File: src/rtl/uart_pkg.sv
// Shared UART definitions: receiver state encoding, baud-divider derivation and
// default line settings, kept here so a future transmitter can reuse them.
package uart_pkg;

  localparam int DEFAULT_CLK_FREQ = 50_000_000;
  localparam int DEFAULT_BAUD     = 115_200;

  typedef enum logic [2:0] {
    IDLE   = 3'd0,
    START  = 3'd1,
    DATA   = 3'd2,
    PARITY = 3'd3,
    STOP   = 3'd4,
    BREAK  = 3'd5
  } rx_state_e;

  // Integer divide; the receiver relies on the result being at least 4.
  function automatic int calc_clks_per_bit(input int clk_freq, input int baud);
    return clk_freq / baud;
  endfunction

endpackage

File: src/rtl/sync_2ff.sv
// Two-flop synchroniser for a single asynchronous input, with a selectable
// reset value so an idle-high line does not look active out of reset.
module sync_2ff #(
  parameter logic RESET_VAL = 1'b0
) (
  input  logic clk,
  input  logic rst_n,
  input  logic d,
  output logic q
);

  logic meta;

  // NOTE: non-blocking assignments make meta and q a true two-stage pipeline;
  // blocking ones would collapse them into a single flop.
  always_ff @(posedge clk or negedge rst_n) begin
    if (!rst_n) begin
      meta <= RESET_VAL;
      q    <= RESET_VAL;
    end else begin
      meta <= d;
      q    <= meta;
    end
  end

endmodule

File: src/rtl/uart_rx_byte.sv
// UART byte receiver (8N1, LSB first) with a level-type rx_done flag.
// Define UART_RX_PARITY_EN to add a parity bit (even, or odd with PARITY_ODD=1).
module uart_rx_byte
  import uart_pkg::*;
#(
  parameter int CLK_FREQ   = DEFAULT_CLK_FREQ,
  parameter int BAUD       = DEFAULT_BAUD,
  parameter int PARITY_ODD = 0
) (
  input  logic       clk,
  input  logic       rst_n,
  input  logic       uart_rxd,
  output logic [7:0] data_8,
  output logic       rx_done,
  output logic       frame_err,
  output logic       parity_err
);

  localparam int CLKS_PER_BIT = calc_clks_per_bit(CLK_FREQ, BAUD);
  localparam int CNT_W        = $clog2(CLKS_PER_BIT);
  localparam logic [CNT_W-1:0] HALF_TC = CNT_W'(CLKS_PER_BIT / 2 - 1);
  localparam logic [CNT_W-1:0] FULL_TC = CNT_W'(CLKS_PER_BIT - 1);

  logic rxd_sync;
  logic rxd_prev;
  logic start_edge;

  sync_2ff #(.RESET_VAL(1'b1)) u_sync (
    .clk   (clk),
    .rst_n (rst_n),
    .d     (uart_rxd),
    .q     (rxd_sync)
  );

  always_ff @(posedge clk or negedge rst_n) begin
    if (!rst_n) rxd_prev <= 1'b1;
    else        rxd_prev <= rxd_sync;
  end

  assign start_edge = rxd_prev && !rxd_sync;

  rx_state_e        state, state_next;
  logic [CNT_W-1:0] baud_cnt;
  logic [2:0]       bit_idx;
  logic [7:0]       shift;
  logic             sample;
  logic             take_bit;
  logic             load_byte;
  logic             flag_frame;
  logic             clear_done;
`ifdef UART_RX_PARITY_EN
  logic             parity_bad;
  logic             flag_parity;
`endif

  // START samples mid-bit so every later full-bit sample lands mid-bit too.
  assign sample = (state == START) ? (baud_cnt == HALF_TC) : (baud_cnt == FULL_TC);

  always_ff @(posedge clk or negedge rst_n) begin
    if (!rst_n) state <= IDLE;
    else        state <= state_next;
  end

  // NOTE: every output of this block gets a default before the case, so no
  // path leaves a signal unassigned and no latch is inferred.
  always_comb begin
    state_next  = state;
    take_bit    = 1'b0;
    load_byte   = 1'b0;
    flag_frame  = 1'b0;
    clear_done  = 1'b0;
`ifdef UART_RX_PARITY_EN
    flag_parity = 1'b0;
`endif
    case (state)
      IDLE: begin
        if (start_edge) begin
          state_next = START;
          clear_done = 1'b1;
        end
      end
      START: begin
        if (sample) state_next = rxd_sync ? IDLE : DATA;
      end
      DATA: begin
        if (sample) begin
          take_bit = 1'b1;
          if (bit_idx == 3'd7) begin
`ifdef UART_RX_PARITY_EN
            state_next = PARITY;
`else
            state_next = STOP;
`endif
          end
        end
      end
`ifdef UART_RX_PARITY_EN
      PARITY: begin
        if (sample) state_next = STOP;
      end
`endif
      STOP: begin
        if (sample) begin
          if (!rxd_sync) begin
            flag_frame = 1'b1;
            state_next = BREAK;
`ifdef UART_RX_PARITY_EN
          end else if (parity_bad) begin
            flag_parity = 1'b1;
            state_next  = IDLE;
`endif
          end else begin
            load_byte  = 1'b1;
            state_next = IDLE;
          end
        end
      end
      BREAK: begin
        if (rxd_sync) state_next = IDLE;
      end
      default: state_next = IDLE;
    endcase
  end

  // Counter restarts on every state entry and after each sample.
  always_ff @(posedge clk or negedge rst_n) begin
    if (!rst_n) begin
      baud_cnt <= '0;
    end else if (state_next != state || sample || state == IDLE || state == BREAK) begin
      baud_cnt <= '0;
    end else begin
      baud_cnt <= baud_cnt + CNT_W'(1);
    end
  end

  always_ff @(posedge clk or negedge rst_n) begin
    if (!rst_n) begin
      bit_idx <= '0;
      shift   <= '0;
    end else begin
      if (state != DATA) bit_idx <= '0;
      else if (take_bit) bit_idx <= bit_idx + 3'd1;
      if (take_bit) shift <= {rxd_sync, shift[7:1]};
    end
  end

`ifdef UART_RX_PARITY_EN
  always_ff @(posedge clk or negedge rst_n) begin
    if (!rst_n) begin
      parity_bad <= 1'b0;
    end else if (state == START) begin
      parity_bad <= 1'b0;
    end else if (state == PARITY && sample) begin
      parity_bad <= rxd_sync != ((^shift) ^ (PARITY_ODD != 0));
    end
  end

  always_ff @(posedge clk or negedge rst_n) begin
    if (!rst_n) parity_err <= 1'b0;
    else        parity_err <= flag_parity;
  end
`else
  assign parity_err = 1'b0;
`endif

  // rx_done is a level: set by a good stop bit, cleared by the next start edge.
  always_ff @(posedge clk or negedge rst_n) begin
    if (!rst_n) begin
      data_8    <= 8'h00;
      rx_done   <= 1'b0;
      frame_err <= 1'b0;
    end else begin
      frame_err <= flag_frame;
      if (load_byte) begin
        data_8  <= shift;
        rx_done <= 1'b1;
      end else if (clear_done) begin
        rx_done <= 1'b0;
      end
    end
  end

endmodule

File: config.mk
export PLATFORM = sky130hd
export DESIGN_NAME = uart_rx_byte
export DESIGN_NICKNAME = d
export VERILOG_FILES = /design/src/rtl/uart_pkg.sv /design/src/rtl/sync_2ff.sv /design/src/rtl/uart_rx_byte.sv
export SDC_FILE = /design/constraint.sdc
export NUM_CORES = 1
export LEC_CHECK = 0
export CAP_MARGIN = 20
export CORE_ASPECT_RATIO = 0.6
export CORE_MARGIN = 2
export CORE_UTILIZATION = 48
export DETAILED_ROUTE_END_ITERATION = 8
export DONT_BUFFER_PORTS = 1
export GPL_TIMING_DRIVEN = 0
export PLACE_DENSITY_LB_ADDON = 0.12
export SYNTH_ARGS = -nofsm -noshare
export SYNTH_HDL_FRONTEND = slang
export SYNTH_SLANG_ARGS = --single-unit
export TNS_END_PERCENT = 100
File: constraint.sdc
create_clock -name clk -period 3.2 [get_ports clk]
set_input_delay 0.96 -clock clk [delete_from_list [all_inputs] [get_ports clk]]
set_output_delay 0.96 -clock clk [all_outputs]
set_load 0.01 [all_outputs]
* Yosys cells after proc, flatten, opt, wreduce, memory -nomap -nowiden
Cells that the tools add are included.
** Word-level totals
- Flip-flop bits (word level) :: 36
- Input port bits :: 3
- Output and inout port bits :: 11
- Word-level logic and storage cells :: 54
** Cells by class
- $add $sub $neg :: 2
- Equal/unequal tests :: 9
- Muxes and demuxes :: 25
- Reduce and logical (&&, ||, !) cells :: 8
** Operator list (number)
- $mux W3 :: 9
- $pmux W3 S5 :: 1
- $mux W1 :: 13
- $add A9 B1 Y9 const B :: 1
- $eq A3 B3 Y1 const B :: 3
- $eq A9 B8 Y1 const B :: 1
- $eq A9 B9 Y1 const B :: 1
- $mux W9 :: 1
- $reduce_bool A2 Y1 :: 2
- $add A3 B1 Y3 const B :: 1
- $eq A3 B1 Y1 const B :: 1
- $eq A3 B2 Y1 const B :: 1
- $logic_not A3 Y1 :: 1
- $logic_or A1 B1 Y1 :: 3
- $ne A3 B2 Y1 const B :: 1
- $ne A3 B3 Y1 :: 1
- $mux W2 :: 1
- $logic_and A1 B1 Y1 :: 1
- $logic_not A1 Y1 :: 1

* Longest topological paths before layout
Gate-level depths: netlist (run 1).
- Depth after elaboration :: 9
- Depth in mapped cells :: 6
- Depth with buffers taken out :: 5

* Cells and area by module
A second synthesis (run 1) with hierarchy kept.
** Second synthesis, totals
- Cells, all modules :: 133
- Area, all modules :: 1636.6 um2
** By module, submodules not included
- uart_rx_byte :: times used 1, cells an instance 131, area an instance 1584.0 um2, sequential area each 852.1 um2
- sync_2ff :: times used 1, cells an instance 2, area an instance 52.6 um2, sequential area each 52.6 um2

* Worst setup path after synthesis (run 1)
OpenSTA, ideal clock, no wires.
- Path kind :: register to register
- From :: register baud_cnt[2]
- To :: register data_8[0]
- Setup time :: 125 ps
- Arrival :: 1800 ps
- Required time :: 3075 ps
- Setup slack :: 1275 ps
- Stages on the path, launching flop included :: 6
- Buffers on the path :: 1
- Period minus slack after synthesis :: 1925 ps
- Cells stage by stage :: dfrtp_1 and4bb_2 nand3_1 or4b_1 buf_2 mux2_4
** Between the ends
- Cells in the longest elaborated chain, start to end :: 4
- Elaborated cells between the ends (all ways) :: 5
- Classes of those cells :: eq/ne (2); mux (3)
** RTL lines
- from (decl) :: line uart_rx_byte.sv:43 : logic [CNT_W-1:0] baud_cnt;
- from (signal assigned) :: line uart_rx_byte.sv:132 : baud_cnt <= baud_cnt + CNT_W'(1);
- $eq A9 B9 Y1 or $eq A9 B8 Y1 (tied branches) :: line uart_rx_byte.sv:57 : assign sample = (state == START) ? (baud_cnt == HALF_TC) : (baud_cnt == FULL_TC);
- $mux W1 (*) :: line uart_rx_byte.sv:57
- $mux W1 (*) :: line uart_rx_byte.sv:103 : if (sample) begin
- $mux W1 (*) :: line uart_rx_byte.sv:75 : case (state)
- to (signal assigned) :: line uart_rx_byte.sv:175 : data_8 <= shift;
- to (decl) :: line uart_rx_byte.sv:13 : output logic [7:0] data_8,
Every way passes the cells marked *; elsewhere a longest branch is shown, timed or not.
A chain may end at the register's enable or synchronous reset.

* Final worst setup path (run 1)
- From :: register baud_cnt[2]
- To :: register data_8[7]
Same word-level chain as after synthesis.

==> results of run 1 <==
## report_power, final
part,internal (mW),switching (mW)
clock,0.231,0.155
sequential,0.491,0.0455
combinational,0.0509,0.0575
total,0.773,0.258
## cell type report
type / instances / area (um^2) / share of cell area, %
flip-flops and latches: 36 / 905 / 50.8
multi-input cells: 85 / 673 / 37.8
clock buffers: 6 / 72.6 / 4.08
well taps: 45 / 56.3 / 3.16
clock inverters: 2 / 35.0 / 1.97
plain buffers: 6 / 27.5 / 1.55
inverters: 3 / 11.3 / 0.632
## cells in the mapped netlist (all sizes together), types with 3 or more instances
cell,instances,area (um^2)
mux2,16,210
a21oi,4,20.0
inv,3,11.3
clkbuf,4,15.0
dfstp,3,78.8
nand4,3,18.8
ha,3,37.5
o21ai,3,15.0
nand3,9,45.0
xor2,7,61.3
nor2,9,33.8
dfrtp,33,826
## worst max-delay path by stage
stage               cells after the start   endpoint         from
global placement                        5  data_8[3]  baud_cnt[2]
detailed placement                      5  data_8[3]  baud_cnt[2]
floorplan                               5  data_8[0]  baud_cnt[2]
finish                                  5  data_8[7]  baud_cnt[2]
CTS                                     5  data_8[7]  baud_cnt[2]
global route                            5  data_8[3]  baud_cnt[1]
## worst max-delay path: cells and delay by family (launching register included)
family | cells | cell delay, ps
AND/OR/NAND/NOR | 3 | 980
multiplexers | 1 | 330
buffers and inverters | 1 | 240
flip-flops | 1 | 440
## flip-flops by register name (all words and copies together), names as in the netlist, 3 cells and up
register  count
baud_cnt      9
data_8        8
shift         8
bit_idx       3
state         3
## cell families after synthesis
kind of cell / share of synthesized area, %
xor gates and xnor gates: 4.33
muxes: 13.0
adders and majority gates: 2.32
other: 0.232
DFF: 56.0
AOI/OAI and AO/OA: 6.35
buffers and inverters: 2.40
and+or+nand+nor: 15.4
## layout by cell type (no fill, tap or decap), drive strengths merged, types with 3 or more instances in the layout
cell type and n:
mux2 16, a21oi 4, nor2 9, nand3 9, nand4 3, clkbuf 10
dfrtp 33, dfstp 3, ha 3, o21ai 3, inv 3, xor2 7
## per-stage QoR
step           cell area, um^2  utilization, %
4_1_cts                   1780            54.9
5_1_grt                   1780            54.9
6_report                  1780            54.9
3_3_place_gp              1670            51.6
3_5_place_dp              1670            51.6
2_1_floorplan             1620               -
## routing by layer
metal / share of wire (%) / vias up / wire, um
met5: 0 / - / 0
met2: 42 / 20 / 1200
li1: - / 486 / -
met3: 4.2 / 5 / 118
met4: 1.1 / 0 / 30
met1: 52 / 497 / 1490
==> flow_summary.json, run 1 <==
{
  "ys.flop_type": "dfrtp_1",
  "cap_violations": 0,
  "synth_area_um2": 1620,
  "timing.hold.ws_ps": 357,
  "antenna_found_initial": 0,
  "reg2reg_to": "data_8[7]",
  "clk_latency_ps": 280,
  "cts_tree": "built",
  "dp.cells": 175,
  "syn2layout_area_growth_pct": 10.1,
  "ctsHoldBuffers": 0,
  "hold_start": "u_sync.meta",
  "slew_headroom_pct": 47.2,
  "die_h_um": 49.0,
  "track_usage_pct": 17.7,
  "hold_end": "u_sync.q",
  "peakVddDrop_mv": 0.403,
  "rows": 16,
  "use_met2_pct": 24.5,
  "p_leak_nw": 0.851,
  "r2r_cells": 5,
  "clock_path_buffers": 2,
  "reg2reg_from": "baud_cnt[2]",
  "cpPeakStageDelay_ps": 470,
  "slew_violations": 0,
  "tns_ps": 0,
  "power_density_nw_per_um2": 579,
  "cts_buffers": 5,
  "vias_per_cell": 5.51,
  "crit_required_ps": 3370,
  "dr.pass1.iters": 4,
  "clock_sinks": 36,
  "postCtsSetupBuffers": 0,
  "met1_usage_pct": 26.6,
  "cp_max_fo": 9,
  "dieArea_um2": 3860,
  "place_ws_ps": 1110,
  "path_cells": "and4bb_2 > nand3_1 > or4b_1 > buf_2 > mux2_4",
  "syn_area_per_cell_um2": 12.4,
  "dp_hpwl_mm": 1.92,
  "fin_skew_ps": 5.92,
  "status": "finished clean",
  "grt_pass1_wl_mm": 5.18,
  "period_needed_ps": 2110,
  "ys_ff_latch": 36,
  "ios": 14,
  "place_congestion": 0.803,
  "synthCells": 130,
  "grt-ovfl-total": 0,
  "wl_mm": 2.83,
  "power.total_mw": 1.03,
  "yosysWarnings": 0,
  "post_cts_resized": 0,
  "core_area_um2": 3240,
  "hp-class": "register to register",
  "clkTransAtPathRegs_ps": 70,
  "port_buffers": 0,
  "postRouteAntennaNets": 0,
  "rsz0062_at_grt": "false",
  "grt_max_degree": 37,
  "wire_per_inst_um": 15.5,
  "layout-drive-gt1-share_pct": 20.3,
  "route.detailed.drc": 0,
  "hold_viol": 0,
  "top_usage_layer": "met1",
  "cts-htree-levels": 2,
  "cts-root-buf": "clkbuf_8",
  "max_slew.worst_pin.slew_ps": 789,
  "nFillCells": 290,
  "grt_pass1_vias": 1027,
  "start_util_pct": 49.8,
  "syn_nets": 136,
  "yosysSeqAreaShare_pct": 56.0,
  "setup_ws_ps": 1090,
  "drt_iter0_markers": 50,
  "start_kind": "register",
  "worstPathArrival_ps": 2270,
  "hold_depth": 0,
  "antenna_cells": 0,
  "period_share_pct": 65.8,
  "die_x_um": 78.9,
  "met3_usage_pct": 5.56,
  "fin_cells": 183,
  "max_freq_mhz": 475,
  "endpoint_kind": "register",
  "vias": 1008,
  "r2r_slack_ps": 1090,
  "synth_edf_count": 0,
  "finalSetupViolations": 0,
  "path_class": "register to register",
  "nets": 143,
  "synth.distinct_cells": 40,
  "async_flop_share_pct": 100,
  "slowest_stage": "or4b_1"
}
Note: power is estimated with default switching activity, not from simulation.
==> inputs of run 2 (changes only) <==
==> constraint.sdc (replaced) <==
create_clock -name clk -period 2 [get_ports clk]
set_input_delay 0.6 -clock clk [delete_from_list [all_inputs] [get_ports clk]]
set_output_delay 0.6 -clock clk [all_outputs]
set_load 0.01 [all_outputs]
==> run 2 against run 1 <==
Register-to-register slack worse by 1100 ps; via count is 2.9% higher; count of clock-buffer cells in the layout stayed put; non-clock buffer count is 7 higher; fmax is 7.6% higher; sequential share of layout area is 2.6 points lower.
==> flow_summary.json, run 2 (synthesis results as in run 1) <==
{
  "postRouteAntennaNets": 0,
  "dieArea_um2": 3860,
  "cts-root-buf": "clkbuf_8",
  "worstPathArrival_ps": 2120,
  "cp_max_fo": 9,
  "r2r_slack_ps": 40,
  "final_util_pct": 58.1,
  "cpPeakStageDelay_ps": 490,
  "antenna_found_initial": 0,
  "place_congestion": 0.803,
  "layout-drive-gt1-share_pct": 31.0,
  "start_kind": "register",
  "syn2layout_area_growth_pct": 16.6,
  "die_h_um": 49.0,
  "grt_pass1_vias": 1032,
  "reg2reg_from": "baud_cnt[2]",
  "die_x_um": 78.9,
  "dp_hpwl_mm": 1.92,
  "crit_required_ps": 2170,
  "clock_sinks": 36,
  "nFillCells": 284,
  "r2r_cells": 5,
  "wire_per_inst_um": 15.9,
  "place_ws_ps": -89.2,
  "start_util_pct": 49.8,
  "rows": 16,
  "stdcell_area_um2": 1890,
  "grt_max_degree": 27,
  "clk_latency_ps": 280,
  "grt_pass1_wl_mm": 5.26,
  "fin_skew_ps": 6.39,
  "dpl_cell_area_um2": 1670,
  "max_freq_mhz": 511,
  "endpoint_kind": "register",
  "status": "finished clean",
  "drt_iter0_markers": 32,
  "wl_mm": 3.03,
  "core_area_um2": 3240,
  "largest_registers": "baud_cnt x9, data_8 x8, shift x8",
  "ios": 14,
  "period_needed_ps": 1960,
  "period_share_pct": 97.9,
  "largest_register_ff_count": 9,
  "regMostFlops": "baud_cnt",
  "layout_commonest_cell": "dfrtp_1",
  "antenna_cells": 0,
  "nets": 150,
  "clock_path_buffers": 2,
  "track_usage_pct": 17.9,
  "vias": 1037,
  "reg2reg_to": "data_8[7]",
  "setup_ws_ps": 42.2,
  "hp-class": "input port to async pin",
  "cts_buffers": 5,
  "finalSetupViolations": 0,
  "port_buffers": 0,
  "dr.pass1.iters": 4,
  "slew_violations": 0,
  "route.detailed.drc": 0,
  "grt-ovfl-total": 0,
  "clkTransAtPathRegs_ps": 70,
  "path_cells": "and4bb_2 > nand3_1 > or4b_4 > buf_6 > mux2_4",
  "p_leak_nw": 0.901,
  "cp.buffers_inverters": 1,
  "path_class": "register to register",
  "vias_per_cell": 5.46,
  "power.total_mw": 1.70,
  "path_delay_family": "simple AND/OR/NAND/NOR gates",
  "cts_tree": "built",
  "slowest_stage": "or4b_4",
  "final_cell_mix": "dfrtp_1, nand3_1, nor2_1",
  "cts-htree-levels": 2,
  "timing.hold.ws_ps": 129,
  "cap_violations": 0,
  "peakVddDrop_mv": 0.662,
  "power_density_nw_per_um2": 903,
  "hold_viol": 0
}
## run 2: cell count changes in the layout (fill, tap and decap cells not counted), moves of 2 or more
cell,delta
buf_4,+6
clkbuf_1,-2
dfrtp_1,-4
dfrtp_2,+4
## run 2: worst max-delay path by stage
stage	startpoint	to	cells past startpoint
after floorplan	baud_cnt[2]	data_8[0]	5
after global routing	baud_cnt[2]	data_8[3]	5
after detailed placement	baud_cnt[2]	data_8[3]	5
after global placement	baud_cnt[2]	data_8[3]	5
final	baud_cnt[2]	data_8[7]	5
after CTS	baud_cnt[2]	baud_cnt[4]	4
## run 2: layer usage
metal	part of all wire (%)	vias to the layer above	GRT usage (%)
li1	-	500	-
met1	51	508	27.6
met2	43	25	23.5
met3	5.4	4	5.93
met4	0.96	0	6.03
met5	0	-	0
## run 2: per-stage QoR
step	TNS (ps)	cells
4_1_cts	0	185
5_1_grt	-2.05	190
6_report	0	190
3_3_place_gp	-352	175
2_1_floorplan	0	130
3_5_place_dp	-669	175
## run 2: worst register-to-register path: cells and delay by family, from the launching register on
kind                   cells  cell delay (ps)
flip-flops                 1              450
multiplexers               1              300
buffers and inverters      1              170
AND/OR/NAND/NOR            3              930
## run 2: timing repair
item / in CTS / in global routing
hold endpoints to repair: 26 / 7
pin swaps: 2 / 1
resized for setup: 2 / 11
endpoints found under the setup margin: 9 / 20
hold buffers: 1 / 1
setup buffers: 2 / 4
## run 2: final cells by class
cell class                      instances  area, um^2  area share, %
Inverter                                3        11.3          0.597
Clock buffer                            6        72.6           3.85
Sequential cell                        36         910           48.2
Multi-Input combinational cell         85         694           36.8
Clock inverter                          2        35.0           1.86
Timing Repair Buffer                    8        75.1           3.98
Tap cell                               45        56.3           2.99
Buffer                                  5        31.3           1.66
## run 2: report_power, final
group	switching [mW]	internal (mW)	leakage, nW	total (mW)
clock	0.246	0.370	0.0552	0.616
sequential	0.0707	0.791	0.477	0.861
combinational	0.119	0.107	0.369	0.226
==> inputs of run 3 (changes only) <==
--- a/config.mk
+++ b/config.mk
@@ -13,6 +13,7 @@
 export DONT_BUFFER_PORTS = 1
 export GPL_TIMING_DRIVEN = 0
 export PLACE_DENSITY_LB_ADDON = 0.12
+export RECOVER_POWER = 50
 export SYNTH_ARGS = -nofsm -noshare
 export SYNTH_HDL_FRONTEND = slang
 export SYNTH_SLANG_ARGS = --single-unit
==> run 3 against run 2 <==
Count of clock-buffer cells in the layout unchanged; critical path depth unchanged; worst setup slack improved by 2.8 ps; critical endpoint unchanged; largest power group unchanged; fmax increased by 0.14%; cell count unchanged; wire length increased by 0.50%; clock skew about the same; core utilization decreased by 0.50 points; largest cell class unchanged.
==> flow_summary.json, run 3 (synthesis results as in run 1) <==
{
  "die_h_um": 49.0,
  "ios": 14,
  "finalSetupViolations": 0,
  "max_freq_mhz": 512,
  "vias": 1046,
  "cp_max_fo": 9,
  "nets": 150,
  "start_util_pct": 49.8,
  "dp_hpwl_mm": 1.92,
  "power.total_mw": 1.70,
  "final_cell_mix": "dfrtp_1, nand3_1, nor2_1",
  "start_kind": "register",
  "clk_latency_ps": 280,
  "hp-class": "input port to async pin",
  "period_needed_ps": 1960,
  "clock_path_buffers": 2,
  "die_x_um": 78.9,
  "largest_register_ff_count": 9,
  "dp.cells": 175,
  "cts_tree": "built",
  "status": "finished clean",
  "syn2layout_area_growth_pct": 15.6,
  "fin_cells": 190,
  "dieArea_um2": 3860,
  "drt_iter0_markers": 54,
  "slew_headroom_pct": 5.63,
  "clock_sinks": 36,
  "antenna_cells": 0,
  "postRouteAntennaNets": 0,
  "nFillCells": 287,
  "path_class": "register to register",
  "antenna_found_initial": 0,
  "endpoint_kind": "register",
  "cts_buffers": 5,
  "crit_required_ps": 2170,
  "route.detailed.drc": 0,
  "cap_violations": 0,
  "grt_max_degree": 27,
  "period_share_pct": 97.8,
  "grt_pass1_vias": 1032,
  "cts-root-buf": "clkbuf_8",
  "regMostFlops": "baud_cnt",
  "p_leak_nw": 0.892,
  "core_area_um2": 3240,
  "grt_pass1_wl_mm": 5.26,
  "power_density_nw_per_um2": 909,
  "track_usage_pct": 17.9,
  "worstPathArrival_ps": 2120,
  "max_slew.worst_pin.slew_ps": 1420,
  "rows": 16,
  "wire_per_inst_um": 16.0,
  "clkTransAtPathRegs_ps": 70,
  "largest_registers": "baud_cnt x9, data_8 x8, shift x8",
  "reg2reg_from": "baud_cnt[2]",
  "grt-ovfl-total": 0,
  "peakVddDrop_mv": 0.660,
  "place_congestion": 0.803,
  "hold_viol": 0,
  "critPathLaunch": "baud_cnt[2]",
  "vias_per_cell": 5.51,
  "cts-htree-levels": 2,
  "port_buffers": 0,
  "wl_mm": 3.04,
  "layout-drive-gt1-share_pct": 29.7,
  "fin_skew_ps": 6.28,
  "layout_commonest_cell": "dfrtp_1",
  "dr.pass1.iters": 4,
  "slew_violations": 0
}
## run 3: cell types whose count changed in the layout (fill, tap and decap cells not counted)
cell / previous run / this run
dfstp_1: 0 / 1
clkbuf_1: 3 / 4
buf_12: 1 / 0
dfstp_2: 3 / 2
## run 3: final cells by class
type / instances / area (um^2) / share of cell area [%]
multi-input cells: 85 / 694 / 37.1
well taps: 45 / 56.3 / 3.01
inverters: 3 / 11.3 / 0.602
repair buffers: 8 / 58.8 / 3.15
flip-flops and latches: 36 / 910 / 48.7
clock buffers: 6 / 72.6 / 3.88
clock inverters: 2 / 35.0 / 1.87
plain buffers: 5 / 31.3 / 1.67
## run 3: worst paths after layout
kind                               endpoint  slack (ps)  cells past startpoint
worst min-delay path            u_sync.meta         160                      0
worst max register to register    data_8[7]          40                      5
worst min register to register     u_sync.q         360                      0
worst max-delay path              data_8[7]          40                      5
max in group asynchronous       baud_cnt[6]         440                      1
min in group clk                u_sync.meta         310                      0
## run 3: timing repair
| item | CTS | global route |
|---|---|---|
| resized for setup | 2 | 11 |
| pin swaps | 2 | 1 |
| hold buffers | 1 | 1 |
| buffers inserted | 2 | 4 |
| cloned | 0 | 0 |
| setup endpoints to repair | 9 | 20 |
| endpoints found under the hold margin | 26 | 7 |
## run 3: worst max-delay path: stages (launching register included)
cell and delay, ps:
dfrtp_2 440, and4bb_2 330, nand3_1 110, or4b_4 490, buf_6 170, mux2_4 300
## run 3: routing by layer
layer | share of wire, % | vias up | GRT usage [%] | wire (um)
met1 | 51 | 517 | 27.6 | 1560
met4 | 1.1 | 0 | 6.03 | 34
met2 | 43 | 24 | 23.5 | 1300
li1 | - | 499 | - | -
met3 | 5.0 | 6 | 5.93 | 151
met5 | 0 | - | 0 | 0
## run 3: power by group
part | switching, mW | internal, mW
registers | 0.0695 | 0.790
clock network | 0.248 | 0.370
logic | 0.118 | 0.103
## run 3: metrics by stage
step / TNS [ps] / hold slack [ps] / setup slack (ps) / utilization [%] / area, um^2
after floorplan: 0 / 304 / 75.5 / - / 1620
after global placement: -352 / 306 / -45.2 / 51.6 / 1670
after detailed placement: -669 / 305 / -89.2 / 51.6 / 1670
after CTS: 0 / 1.66 / 5.99 / 56.1 / 1820
after global routing: -2.05 / 131 / -2.05 / 57.6 / 1870
final: 0 / 155 / 45.0 / 57.6 / 1870
